`config.mk`:
```
export PLATFORM = sky130hd
export DESIGN_NAME = imem_boot_loader
export DESIGN_NICKNAME = d
export VERILOG_FILES = /design/src/rtl/riscv_loader_pkg.sv /design/src/rtl/loader_word_packer.sv /design/src/rtl/imem_boot_loader.sv
export SDC_FILE = /design/constraint.sdc
export NUM_CORES = 1
export LEC_CHECK = 0
export BUFFER_PORTS_ARGS = -buffer_cell sky130_fd_sc_hd__buf_2
export CAP_MARGIN = 40
export CORE_ASPECT_RATIO = 1.25
export CORE_MARGIN = 10
export CORE_UTILIZATION = 55
export CTS_CLUSTER_SIZE = 24
export DETAILED_ROUTE_END_ITERATION = 10
export HOLD_SLACK_MARGIN = 0.15
export PLACE_DENSITY = 0.87
export SYNTH_ARGS = -nofsm -noshare
export SYNTH_HDL_FRONTEND = slang
export SYNTH_SLANG_ARGS = --single-unit
```
`constraint.sdc`:
```
create_clock -name clk -period 5.1 [get_ports clk]
set_input_delay 0.765 -clock clk [delete_from_list [all_inputs] [get_ports clk]]
set_output_delay 0.765 -clock clk [all_outputs]
set_load 0.05 [all_outputs]
```
`src/rtl/riscv_loader_pkg.sv`:
```
// riscv_loader_pkg: shared loader states and sizing constants
package riscv_loader_pkg;
  typedef enum logic [2:0] {LEN_LO, LEN_HI, PAYLOAD, CSUM, DONE, ERROR} state_e;
  localparam int HDR_BYTES = 2;
  localparam int BYTES_PER_WORD = 4;
  localparam int IMEM_AW = 32;
endpackage

```
`src/rtl/loader_word_packer.sv`:
```
// loader_word_packer: packs incoming bytes little-endian into a 32-bit word
module loader_word_packer
  import riscv_loader_pkg::*;
(
  input  logic        clk,
  input  logic        rst_n,
  input  logic [7:0]  byte_i,
  input  logic [1:0]  idx_i,
  input  logic        load_i,
  output logic [31:0] word_o,
  output logic        word_full_o
);
  logic [31:0] word_q, word_d;
  // drop the byte into its lane; word_o already includes the byte being loaded
  always_comb begin
    word_d = word_q;
    if (load_i) word_d[8*idx_i +: 8] = byte_i;
  end
  // pack register
  always_ff @(posedge clk) begin
    if (!rst_n) word_q <= '0;
    else word_q <= word_d;
  end
  assign word_o = word_d;
  assign word_full_o = load_i && (idx_i == 2'(BYTES_PER_WORD - 1));
endmodule

```
`src/rtl/imem_boot_loader.sv`:
```
// imem_boot_loader: byte-stream program loader that holds the core in reset until a verified load
module imem_boot_loader
  import riscv_loader_pkg::*;
#(
  parameter int MAX_WORDS = 256,
  parameter int CNT_W = 16
) (
  input  logic               clk,
  input  logic               rst_n,
  input  logic               rx_valid,
  input  logic [7:0]         rx_data,
  output logic               rx_ready,
  output logic               imem_we,
  output logic [IMEM_AW-1:0] imem_waddr,
  output logic [31:0]        imem_wdata,
  output logic               core_rst_n,
  output logic               load_done,
  output logic               load_error,
  output logic [CNT_W-1:0]   words_loaded
);
  state_e state_q, state_d;
  logic [1:0] idx_q, idx_d;
  logic [CNT_W-1:0] cnt_q, cnt_d, len_q, len_d, new_len;
  logic [7:0] csum_q, csum_d;
  logic [IMEM_AW-1:0] waddr_q, waddr_d;
  logic [31:0] wdata_q, wdata_d, word;
  logic rdy_q, we_q, we_d, done_q, err_q, core_q;
  logic acc, pay_ld, full;
  assign acc = rx_valid && rdy_q;
  assign pay_ld = acc && (state_q == PAYLOAD);
  assign new_len = CNT_W'({rx_data, len_q[7:0]});
  loader_word_packer u_pack (
    .clk         (clk),
    .rst_n       (rst_n),
    .byte_i      (rx_data),
    .idx_i       (idx_q),
    .load_i      (pay_ld),
    .word_o      (word),
    .word_full_o (full)
  );
  // stream parser: header, payload packing with running XOR, checksum verdict
  always_comb begin
    state_d = state_q;
    idx_d = idx_q;
    cnt_d = cnt_q;
    len_d = len_q;
    csum_d = csum_q;
    we_d = 1'b0;
    waddr_d = waddr_q;
    wdata_d = wdata_q;
    if (acc) begin
      case (state_q)
        LEN_LO: begin
          len_d = CNT_W'(rx_data);
          state_d = LEN_HI;
        end
        LEN_HI: begin
          len_d = new_len;
          state_d = (new_len == '0 || new_len > CNT_W'(MAX_WORDS)) ? ERROR : PAYLOAD;
        end
        PAYLOAD: begin
          csum_d = csum_q ^ rx_data;
          idx_d = idx_q + 2'd1;
          if (full) begin
            we_d = 1'b1;
            waddr_d = IMEM_AW'({cnt_q, 2'b00});
            wdata_d = word;
            cnt_d = cnt_q + CNT_W'(1);
            state_d = (cnt_d == len_q) ? CSUM : PAYLOAD;
          end
        end
        CSUM: state_d = (rx_data == csum_q) ? DONE : ERROR;
        default: state_d = state_q;
      endcase
    end
  end
  // state and registered outputs; terminal states drop rx_ready
  always_ff @(posedge clk) begin
    if (!rst_n) begin
      state_q <= LEN_LO;
      idx_q <= '0;
      cnt_q <= '0;
      len_q <= '0;
      csum_q <= '0;
      waddr_q <= '0;
      wdata_q <= '0;
      rdy_q <= 1'b0;
      we_q <= 1'b0;
      done_q <= 1'b0;
      err_q <= 1'b0;
      core_q <= 1'b0;
    end else begin
      state_q <= state_d;
      idx_q <= idx_d;
      cnt_q <= cnt_d;
      len_q <= len_d;
      csum_q <= csum_d;
      waddr_q <= waddr_d;
      wdata_q <= wdata_d;
      rdy_q <= !(state_d == DONE || state_d == ERROR);
      we_q <= we_d;
      done_q <= state_d == DONE;
      err_q <= state_d == ERROR;
      core_q <= state_d == DONE;
    end
  end
  assign rx_ready = rdy_q;
  assign imem_we = we_q;
  assign imem_waddr = waddr_q;
  assign imem_wdata = wdata_q;
  assign core_rst_n = core_q;
  assign load_done = done_q;
  assign load_error = err_q;
  assign words_loaded = cnt_q;
endmodule

```
Word level (Yosys, flattened, before mapping)
Cells that the tools add are included.
{"block": "word_totals", "register_bits": 129, "in_bits": 11, "wordCells": 53}
{"block": "classes", "addsub": 3, "magnitude_cmp": 1, "eq_ne": 8, "shift": 2, "n_mux": 10, "bitwise_logic": 2, "n_reduce_logical": 14}
{"cell": "5-bit negation with 34-bit output", "count": 1}
{"cell": "8-bit by 34-bit variable shift with 32-bit output, first input constant", "count": 1}
{"cell": "8-bit by 34-bit variable part select with 32-bit output", "count": 1}
{"cell": "32-bit bitwise mux", "count": 1}
{"cell": "32-bit 2-to-1 mux", "count": 1}
{"cell": "16-bit one-hot mux with 2 select lines", "count": 1}
{"cell": "16-bit by 1-bit adder with 16-bit output, second input constant", "count": 1}
{"cell": "16-bit equality test", "count": 1}
{"cell": "16-bit by 9-bit > comparator with 1-bit output, second input constant", "count": 1}
{"cell": "16-bit zero test", "count": 1}
{"cell": "3-bit one-hot mux with 4 select lines", "count": 1}
{"cell": "3-bit 2-to-1 mux", "count": 3}
{"cell": "3-bit AND reduction", "count": 3}
{"cell": "8-bit equality test", "count": 1}
{"cell": "8-bit bitwise XOR", "count": 1}
{"cell": "3-bit by 2-bit equality test with 1-bit output, second input constant", "count": 2}
{"cell": "3-bit equality test, second input constant", "count": 2}
{"cell": "2-bit AND reduction", "count": 2}
{"cell": "3-bit by 1-bit equality test with 1-bit output, second input constant", "count": 1}
{"cell": "1-bit logical AND", "count": 3}
{"cell": "3-bit zero test", "count": 1}
{"cell": "1-bit 2-to-1 mux", "count": 3}
{"cell": "2-bit by 1-bit adder with 2-bit output, second input constant", "count": 1}
{"cell": "2-bit equality test, second input constant", "count": 1}
{"cell": "4 further kinds", "count": 5}

Longest topological paths before layout
Gate-level depths: netlist of the first run.
{"block": "depth", "depth_word": 9, "depth_mapped": 8, "ltp_nobuf": 7}

Hierarchy
A second synthesis of the first run with hierarchy kept.
{"block": "unflattened", "cells_unflattened": 735, "area_unflattened_um2": 6118.4}
{"module": "imem_boot_loader", "n_inst": 1, "cells_each": 546, "area_per_inst_um2": 4570.6, "seq_area_each_um2": 1941.9}
{"module": "loader_word_packer", "n_inst": 1, "cells_each": 189, "area_per_inst_um2": 1547.7, "seq_area_each_um2": 640.6}

Least setup slack after synthesis of the first run
OpenSTA, ideal clock, no wires.
{"block": "synth_timing", "kind": "register to register", "start": "reg cnt_q[1], in the netlist words_loaded[1]", "end": "reg state_q[0]", "setup_ps": 96, "arrival_ps": 2337, "t_required_ps": 5004, "setup_slack_ps": 2667, "path_stages_with_launch": 9, "path_buffers": 1, "period_less_slack_ps": 2433, "path_cell_list": "dfxtp_1 ha_1 clkbuf_1 and2_1 nand4_4 or3_1 a211oi_2 o221ai_1 o41ai_2"}
{"block": "synth_between", "elab_chain_cells": 6}
{"element": "from (decl)", "line_no": "imem_boot_loader.sv:23", "text": "logic [CNT_W-1:0] cnt_q, cnt_d, len_q, len_d, new_len;"}
{"element": "from (signal assigned)", "line_no": "imem_boot_loader.sv:95", "text": "cnt_q <= cnt_d;"}
{"element": "16-bit by 1-bit adder with 16-bit output", "line_no": "imem_boot_loader.sv:68", "text": "cnt_d = cnt_q + CNT_W'(1);"}
{"element": "16-bit equality test", "line_no": "imem_boot_loader.sv:69", "text": "state_d = (cnt_d == len_q) ? CSUM : PAYLOAD;"}
{"element": "1-bit 2-to-1 mux", "line_no": "imem_boot_loader.sv:69"}
{"element": "3-bit 2-to-1 mux", "line_no": "imem_boot_loader.sv:64", "text": "if (full) begin"}
{"element": "3-bit one-hot mux with 4 select lines", "line_no": "imem_boot_loader.sv:52", "text": "case (state_q)"}
{"element": "3-bit 2-to-1 mux", "line_no": "imem_boot_loader.sv:51", "text": "if (acc) begin"}
{"element": "to (signal assigned)", "line_no": "imem_boot_loader.sv:93", "text": "state_q <= state_d;"}
{"element": "to (decl)", "line_no": "imem_boot_loader.sv:21", "text": "state_e state_q, state_d;"}
Every way passes these cells.
A chain may end at the register's enable or synchronous reset.

Final worst setup path of the first run
{"block": "layout_timing", "start": "reg state_q[0]", "end": "reg cnt_q[13], in the netlist words_loaded[13]"}
{"block": "layout_between", "elab_chain_cells": 4}
{"element": "3-bit by 2-bit equality test with 1-bit output (*)", "line_no": "imem_boot_loader.sv:30, imem_boot_loader.sv:52"}
{"element": "1-bit logical AND", "line_no": "imem_boot_loader.sv:30", "text": "assign pay_ld = acc && (state_q == PAYLOAD);"}
{"element": "1-bit logical AND", "line_no": "loader_word_packer.sv:25", "text": "assign word_full_o = load_i && (idx_i == 2'(BYTES_PER_WORD - 1));"}
{"element": "3-bit AND reduction (no source line) (*)"}
Every way passes the cells marked *; elsewhere a longest branch is shown, timed or not.

==> flow_metrics.tcl, run 1 <==
set metrics [dict create \
    grt_max_degree 51 \
    rr_worst_depth 6 \
    die-height_um 130.3 \
    reg2reg_from "state_q[0]" \
    arrival_ps 2790 \
    slew-limit-headroom_pct 39.57 \
    cts.sinks 121 \
    io_buffer_count 79 \
    num_antenna_cells 0 \
    root_buffer "clkbuf_16" \
    cts_tree "done" \
    die-area_um2 14110 \
    place_hpwl_mm 9.155 \
    yosysTopAreaCell "dfxtp_1" \
    hp-start "imem_waddr[14]" \
    critPathMaxFanout 34 \
    ys_warn_count 0 \
    vias_per_cell 5.538 \
    synth_top_area_share_pct 45.23 \
    postCtsHoldBufs 0 \
    synth_common_cells "dfxtp_1, nor2_1, nand2_1" \
    crit_slowest_cell "and4_2" \
    postCtsResizedCells 0 \
    synth-seq-cells 121 \
    start_util_pct 56.02 \
    skew_ps 7.115 \
    setup_ws_ps 2613 \
    tightest_slew_ps 904.6 \
    status "finished clean" \
    maxCapViolCount 0 \
    dpl_worst_slack_ps 2578 \
    num-nets-final 727 \
    period_needed_ps 2487 \
    required_ps 5400 \
    rr_endpoint "words_loaded[13]" \
    wl_per_cell_um 15.86 \
    row_count 40 \
    vias 4691 \
    crit_path_cell_trace "nor3b_1, and4_2, nand2_1, nor3_1, xnor2_1, nor2_1" \
    synth_top_flop_cell "dfxtp_1" \
    syn_avg_cell_area_um2 8.114 \
    drive_gt1_share_pct 16.37 \
    post-cts-setup-buffers 0 \
    syn_inst 660 \
    route.detailed.drc 0 \
    crit_family "simple AND/OR/NAND/NOR gates" \
    startpoint "state_q[0]" \
    cts_made_buffers 17 \
    synth-edff-count 0 \
    core_area_um2 9559 \
    netlist_top_cells_area "dfxtp_1, nor2_1, nand2_1" \
    final.period_utilization_pct 48.76 \
    critPathBufInv 0 \
    ys_seq_area_share_pct 45.23 \
    grt_pass1_wl_mm 21.75 \
    drv_slew 0 \
    postRouteAntennaNets 0 \
    synthesis.area_um2 5355 \
    powerDensity_nw_per_um2 353.0 \
    async_flop_share_pct 0 \
    crit_path_end_kind "flip-flop" \
    ff2ff_setup_slack_ps 2610 \
    gp_congestion 0.8410 \
    tns_ps 0 \
    fmax_ghz 0.4021 \
    finalHoldViolCount 0 \
    antenna_found_initial 0 \
    hold_class "reg2reg" \
    cts.reportedPaths.clkPinSlew_ps 50 \
    synth_most_common_cell "dfxtp_1" \
    min_path_cells 2 \
    grt_use_total_pct 19.15 \
    area_delta_synth_final_pct 16.19 \
    irDropWorstVdd_mv 0.2267 \
    rsz0062_at_grt "no" \
    hold_ws_ps 451.9 \
    whs_endpoint "imem_waddr[14]" \
    clk_path_buf_depth 2 \
    die_w_um 108.3 \
    io_pins 96 \
    critPathMaxStageDelay_ps 730 \
    htree_levels 4 \
    wirelength_mm 13.43 \
    drt-pass1-iter-count 5 \
    leakage_nw 2.436 \
    drt_iter0_drc 348 \
    clock_latency_ps 420 \
    fillCellCount 767 \
    grt-ovfl-total 0 \
    synthDistinctLibCells 52 \
    grt_pass1_vias 4640 \
    setup_viol 0 \
    startpoint_type "flip-flop" \
    critical_path_class "reg2reg" \
]
flip-flops by register name, summed over array words and instances, names as in the netlist, 2 cells and up:
signal	flops
imem_waddr	16
idx_q	2
csum_q	8
words_loaded	16
len_q	16
state_q	3
imem_wdata	32
u_pack.word_q	24
tightest hold or removal path, stage by stage (launching register included):
cell and delay, ps:
dfxtp_1 300, nand2_1 50, a21oi_1 50
kinds of logic (layout without fill, tap and decap cells):
kind of cell | count (synthesis) | in the layout | share of synthesized area, %
simple gates | 287 | 287 | 24.16
compound gates | 126 | 126 | 14.44
flops | 121 | 121 | 45.23
buf+inv | 71 | 117 | 6.752
xor+xnor | 45 | 45 | 7.360
fa+ha+maj | 7 | 7 | 1.589
mux | 2 | 2 | 0.3972
other cells | 1 | 16 | 0.07003
metrics by stage:
step	util, %	power [W]	std cells	cell area (um2)
after global placement	59.02	0.001076	816	5642
final	65.09	0.002196	847	6222
after global routing	65.09	0.002255	847	6222
after detailed placement	59.23	0.001080	817	5662
after CTS	65.09	0.002204	847	6222
after floorplan	-	0.001069	675	5411
cell usage in the layout, fill, tap and decap left out, drive strengths merged, types with 2 or more instances in the layout:
| cell type | instances |
|---|---|
| a211oi | 26 |
| a21oi | 63 |
| a22oi | 8 |
| and2 | 14 |
| and3 | 6 |
| and3b | 2 |
| and4 | 4 |
| buf | 83 |
| bufinv | 2 |
| clkbuf | 21 |
| clkinv | 5 |
| clkinvlp | 2 |
| conb | 16 |
| dfxtp | 121 |
| ha | 6 |
| inv | 4 |
| nand2 | 106 |
| nand2b | 4 |
| nand3 | 8 |
| nand4 | 10 |
| nor2 | 107 |
| nor3 | 4 |
| nor3b | 5 |
| nor4 | 9 |
| o21ai | 15 |
| o31ai | 2 |
| o41ai | 2 |
| or3 | 5 |
| xnor2 | 31 |
| xor2 | 14 |
how the worst max path moves through the flow:
stage	depth (start not counted)	slack (ps)	endpoint
after detailed placement	5	2580	imem_wdata[11]
after CTS	5	2640	imem_wdata[9]
after global routing	6	2360	words_loaded[13]
final	6	2610	words_loaded[13]
after floorplan	8	2670	state_q[0]
after global placement	6	2650	words_loaded[2]
layout make-up:
class                   count  area, um2  share of cell area (%)
flip-flops and latches    121       2422                   38.93
clock buffers              21      460.4                   7.400
multi-input cells         483       2629                   42.25
repair buffers             83      437.9                   7.038
inverters                   4      15.01                  0.2413
well taps                 126      157.7                   2.534
clock inverters             9      100.1                   1.609
power by group:
group          internal [W]  switching [W]  leakage (nW)
Clock              0.000732       0.000401         0.274
Sequential         0.000953     0.00000796         0.976
Combinational     0.0000229      0.0000795          1.19
Total               0.00171       0.000488          2.44
metal layers:
metal | global-route usage, % | wire (um)
met1 | 19.92 | 5089
met2 | 33.25 | 6877
met5 | 0 | 0
met3 | 6.167 | 1016
met4 | 10.80 | 446
No activity file was read; power rests on OpenSTA's default activity.
==> run 2, diff against run 1 <==
- CORE_UTILIZATION: 55 -> 50
- PLACE_DENSITY: 0.87 -> 0.84
- clock period: 5.1 -> 2.1 ns (I/O delays scaled with it)
==> run 2 against run 1 <==
Flip-flop and latch count unchanged. Maximum frequency is 24% higher. Core utilization fell by 2.9 points. Worst setup slack lost 2500 ps.
==> flow_metrics.tcl, run 2 (synthesis results as in run 1) <==
set metrics [dict create \
    status "finished clean" \
    reg2reg_from "words_loaded[9]" \
    maxCapViolCount 0 \
    grt_use_total_pct 18.84 \
    tns_ps 0 \
    wl_per_cell_um 16.69 \
    cts.sinks 121 \
    start_util_pct 50.95 \
    crit_path_cell_trace "and4_1, nand4_4, or3_1, a211oi_2, o221ai_1, o41ai_2" \
    die-height_um 135.7 \
    rr_endpoint "state_q[0]" \
    startpoint_type "flip-flop" \
    area_delta_synth_final_pct 22.03 \
    fillCellCount 884 \
    sw_frac_of_total_pct 23.30 \
    drt-pass1-iter-count 5 \
    largest_reg_flops 32 \
    crit_slowest_cell "dfxtp_2" \
    multi_input_area_um2 2643 \
    tightest_slew_ps 645.0 \
    p_switching_w 0.001321 \
    die-area_um2 15280 \
    final_util_pct 62.18 \
    drive_gt1_share_pct 21.66 \
    critPathMaxStageDelay_ps 420 \
    cts.reportedPaths.clkPinSlew_ps 60 \
    mostFrequentLayoutCell "dfxtp_1" \
    seq_power_share_pct 41.0 \
    seqCellArea_um2 2440 \
    clk_path_buf_depth 2 \
    ff2ff_setup_slack_ps 100 \
    route.detailed.drc 0 \
    placedCellCount 845 \
    grt_pass1_wl_mm 23.58 \
    setup_viol 0 \
    vias_per_cell 5.588 \
    finalHoldViolCount 0 \
    whs_endpoint "len_q[0]" \
    place_hpwl_mm 9.851 \
    final_cell_mix "dfxtp_1, nor2_1, nand2_1, buf_2, a21oi_1" \
    skew_ps 9.118 \
    arrival_ps 2330 \
    leakage_nw 2.607 \
    period_needed_ps 1999 \
    io_pins 96 \
    rr_worst_depth 6 \
    required_ps 2430 \
    critical_path_class "reg2reg" \
    grt_pass1_vias 4812 \
    clock_latency_ps 430 \
    num-nets-final 752 \
    rsz0062_at_grt "no" \
    drt_iter0_drc 411 \
    drv_slew 0 \
    io_buffer_count 79 \
    postPlaceCellArea_um2 5863 \
    instances_no_fill 881 \
    final_area_um2 6535 \
    core_area_um2 10510 \
    comb_power_share_pct 4.7 \
    gp_congestion 0.9102 \
    grt-ovfl-total 0 \
    die_w_um 112.6 \
    intPower_w 0.004349 \
    pwr-share-clk_pct 54.3 \
    fmax_ghz 0.5003 \
    crit_path_end_kind "flip-flop" \
    htree_levels 4 \
    postRouteAntennaNets 0 \
    slew-limit-headroom_pct 56.63 \
    vias 4923 \
    wirelength_mm 14.71 \
    irDropWorstVdd_mv 0.6506 \
    antenna_found_initial 0 \
    root_buffer "clkbuf_16" \
    hp-start "rx_data[0]" \
    grt_max_degree 108 \
    powerDensity_nw_per_um2 867.5 \
    final.period_utilization_pct 95.18 \
    min_path_cells 3 \
    cts_made_buffers 17 \
    critPathMaxFanout 10 \
    cts_tree "done" \
    hold_class "in2reg" \
    row_count 42 \
]
run 2: cell count changes in the layout (fill, tap and decap cells not counted), moves of 2 or more:
cell / change
buf_4: +24
clkinv_2: -4
clkinv_4: +5
dfxtp_1: -10
dfxtp_2: +8
dfxtp_4: +2
inv_6: +2
nand2_1: -3
nand2_2: +3
run 2: metal layers:
metal | wire length (um) | share of wire [%] | GRT usage, % | vias up
met1 | 5374 | 37 | 19.13 | 2305
met5 | 0 | 0 | 0 | -
li1 | - | - | - | 2341
met3 | 1243 | 8.5 | 7.181 | 57
met4 | 613 | 4.2 | 10.88 | 0
met2 | 7475 | 51 | 32.37 | 220
run 2: how the worst max path moves through the flow:
stage | start | to | slack (ps) | depth (start not counted)
final | words_loaded[9] | state_q[0] | 100 | 6
after CTS | state_q[2] | imem_wdata[11] | 50 | 6
after global placement | words_loaded[9] | state_q[0] | 230 | 7
after floorplan | words_loaded[8] | state_q[0] | 20 | 7
after global routing | idx_q[0] | imem_wdata[18] | 2 | 8
after detailed placement | state_q[2] | imem_wdata[10] | 130 | 6
run 2: what timing repair did:
item,4_1_cts,5_1_grt
gates resized for setup,0,7
setup buffers,0,3
hold buffers,0,0
endpoints found under the setup margin,0,45
run 2: critical path: cells and delay by family, from the launching register on:
| kind | cells | cell delay [ps] |
|---|---|---|
| flops | 1 | 420 |
| compound gates | 3 | 640 |
| simple gates | 3 | 850 |
run 2: stage by stage:
stage | total power [W] | worst slack, ps | hold WS [ps]
after floorplan | 0.002592 | 18.10 | 436.7
after global placement | 0.002621 | 227.2 | 439.5
after detailed placement | 0.002628 | 129.1 | 445.6
after CTS | 0.005682 | 49.30 | 198.7
after global routing | 0.005823 | 1.767 | 214.2
final | 0.005669 | 101.3 | 227.1
run 2: final cells by class:
class                   instances  area share [%]
diodes                          1         0.03829
clock buffers                  20           7.161
clock inverters                12           2.508
inverters                       4          0.2298
multi-input cells             483           40.44
flip-flops and latches        121           37.33
well taps                     132           2.527
repair buffers                108           9.764
run 2: power groups by stage:
stage	logic (W)	registers, W	clock network (W)
2_1_floorplan	0.000214	0.00238	0
3_3_place_gp	0.000249	0.00237	0
3_5_place_dp	0.000255	0.00237	0
4_1_cts	0.000259	0.00232	0.00310
5_1_grt	0.000283	0.00233	0.00322
6_report	0.000264	0.00232	0.00308
==> run 3, diff against run 2 <==
- CORE_ASPECT_RATIO: 1.25 -> unset
- GPL_TIMING_DRIVEN: unset -> 0
==> run 3 against run 2 <==
Clock power is 11% lower. Clock skew is 1.5 ps lower. Core utilization is 2.7 points higher. Highest routed layer unchanged. Die area is 0.17% lower. Final cell count is 5.0% higher. Hold slack better by 71 ps. Combinational power is 9.8% higher. Register-to-register slack worse by 80 ps. Largest cell class unchanged. Non-clock buffer count is 41 higher.
==> flow_metrics.tcl, run 3 (synthesis results as in run 1) <==
set metrics [dict create \
    status "finished clean" \
    clk_path_buf_depth 2 \
    hold_ws_ps 298.4 \
    route.detailed.drc 0 \
    postRouteAntennaNets 0 \
    p_switching_w 0.001346 \
    critical_path_class "reg2reg" \
    fmax_ghz 0.4800 \
    vias 5071 \
    sw_frac_of_total_pct 25.11 \
    num_antenna_cells 0 \
    mostFrequentLayoutCell "dfxtp_1" \
    rr_worst_depth 8 \
    rr_endpoint "state_q[0]" \
    antenna_found_initial 0 \
    io_pins 96 \
    min_path_cells 3 \
    die-height_um 123.5 \
    final.period_utilization_pct 99.21 \
    instances_no_fill 925 \
    cp-endpoint "state_q[0]" \
    num-nets-final 793 \
    powerDensity_nw_per_um2 796.4 \
    maxCapViolCount 0 \
    seqCellArea_um2 2449 \
    rsz0062_at_grt "yes" \
    seq_power_share_pct 43.4 \
    drt-pass1-iter-count 5 \
    area_delta_synth_final_pct 25.70 \
    fillCellCount 862 \
    crit_path_end_kind "flip-flop" \
    place_hpwl_mm 9.977 \
    irDropWorstVdd_mv 0.5501 \
    wl_per_cell_um 16.22 \
    cts_made_buffers 17 \
    io_buffer_count 71 \
    grt_max_degree 17 \
    cts.sinks 121 \
    skew_ps 7.592 \
    clock_latency_ps 520 \
    pwr-share-clk_pct 51.2 \
    intPower_w 0.004015 \
    reg2reg_from "words_loaded[1]" \
    period_needed_ps 2083 \
    drt_iter0_drc 492 \
    multi_input_area_um2 2715 \
    arrival_ps 2500 \
    wirelength_mm 15.01 \
    grt_use_total_pct 19.04 \
    required_ps 2510 \
    hold_class "in2reg" \
    drive_gt1_share_pct 22.05 \
    die-area_um2 15250 \
    leakage_nw 2.705 \
    placedCellCount 882 \
    drv_slew 0 \
    final_cell_mix "dfxtp_1, nand2_1, nor2_1, buf_2, a21oi_1" \
    htree_levels 4 \
    startpoint "words_loaded[1]" \
    gp_congestion 0.8992 \
    cts_tree "done" \
    setup_viol 0 \
    critPathMaxFanout 8 \
    root_buffer "clkbuf_8" \
    grt_pass1_vias 4642 \
    cts.reportedPaths.clkPinSlew_ps 60 \
    vias_per_cell 5.482 \
    slew-limit-headroom_pct 47.08 \
    start_util_pct 51.64 \
    row_count 37 \
    tightest_slew_ps 787.2 \
    core_area_um2 10370 \
    comb_power_share_pct 5.4 \
    ff2ff_setup_slack_ps 20 \
    grt-ovfl-total 0 \
    grt_pass1_wl_mm 23.14 \
    finalHoldViolCount 0 \
    largest_reg_flops 32 \
    startpoint_type "flip-flop" \
    die_w_um 123.5 \
]
## run 3: changes by cell type in the layout (fill, tap and decap cells not counted), moves of 4 or more
| cell | delta |
|---|---|
| nor3b_1 | -4 |
| inv_6 | +4 |
| buf_2 | -4 |
| buf_6 | +5 |
| clkbuf_1 | +31 |
| nor3b_4 | +4 |
| clkbuf_2 | +4 |
## run 3: area by class of cell
type | instances | area share, %
buffer | 65 | 5.335
clock buffer | 19 | 6.413
clock inverter | 13 | 1.970
inverter | 4 | 0.2788
multi-input combinational | 483 | 40.33
sequential | 121 | 36.38
tap | 136 | 2.528
timing repair buffer | 84 | 6.766
## run 3: critical path, stage by stage, from the launching register on
cell and delay, ps:
dfxtp_4 360, ha_1 150, buf_6 130, and2_4 150, nand4_4 110, or3_4 360, a211oi_4 270, o221ai_2 130
o41ai_2 320
## run 3: worst min path at each step
stage | start | end | slack, ps
after floorplan | rst_n | csum_q[7] | 440
after global placement | imem_waddr[13] | imem_waddr[13] | 440
after detailed placement | imem_waddr[15] | imem_waddr[15] | 440
after CTS | rx_valid | rx_ready | 260
after global routing | rx_data[0] | len_q[0] | 290
final | rx_data[2] | imem_wdata[26] | 300
## run 3: what timing repair did
item	CTS	global route
pin swaps	1	5
hold buffers	1	0
resized for setup	8	28
setup buffers	0	12
endpoints found under the hold margin	3	0
endpoints found under the setup margin	49	97
## run 3: stage by stage
step	total power (W)	util, %	setup WS [ps]	setup TNS [ps]	instance area [um2]
finish	0.005361	64.91	16.55	0	6731
floorplan	0.002592	-	18.10	0	5429
global placement	0.002649	57.42	-183.7	-3833	5954
detailed placement	0.002652	57.42	-215.2	-4800	5954
CTS	0.005375	63.28	28.64	0	6563
global route	0.005515	64.91	-72.23	-129.6	6731
## run 3: power by group through the flow
stage	registers, W	clock network [W]	logic [W]
finish	0.00232	0.00275	0.000290
detailed placement	0.00237	0	0.000278
global placement	0.00237	0	0.000276
CTS	0.00232	0.00277	0.000283
floorplan	0.00238	0	0.000214
global route	0.00232	0.00288	0.000309
## run 3: metal layers
layer | GRT usage, % | vias up | part of all wire (%)
met5 | 0 | - | 0
met4 | 9.025 | 0 | 3.0
met3 | 5.105 | 42 | 9.5
met2 | 30.06 | 254 | 47
met1 | 23.71 | 2350 | 41
li1 | - | 2425 | -
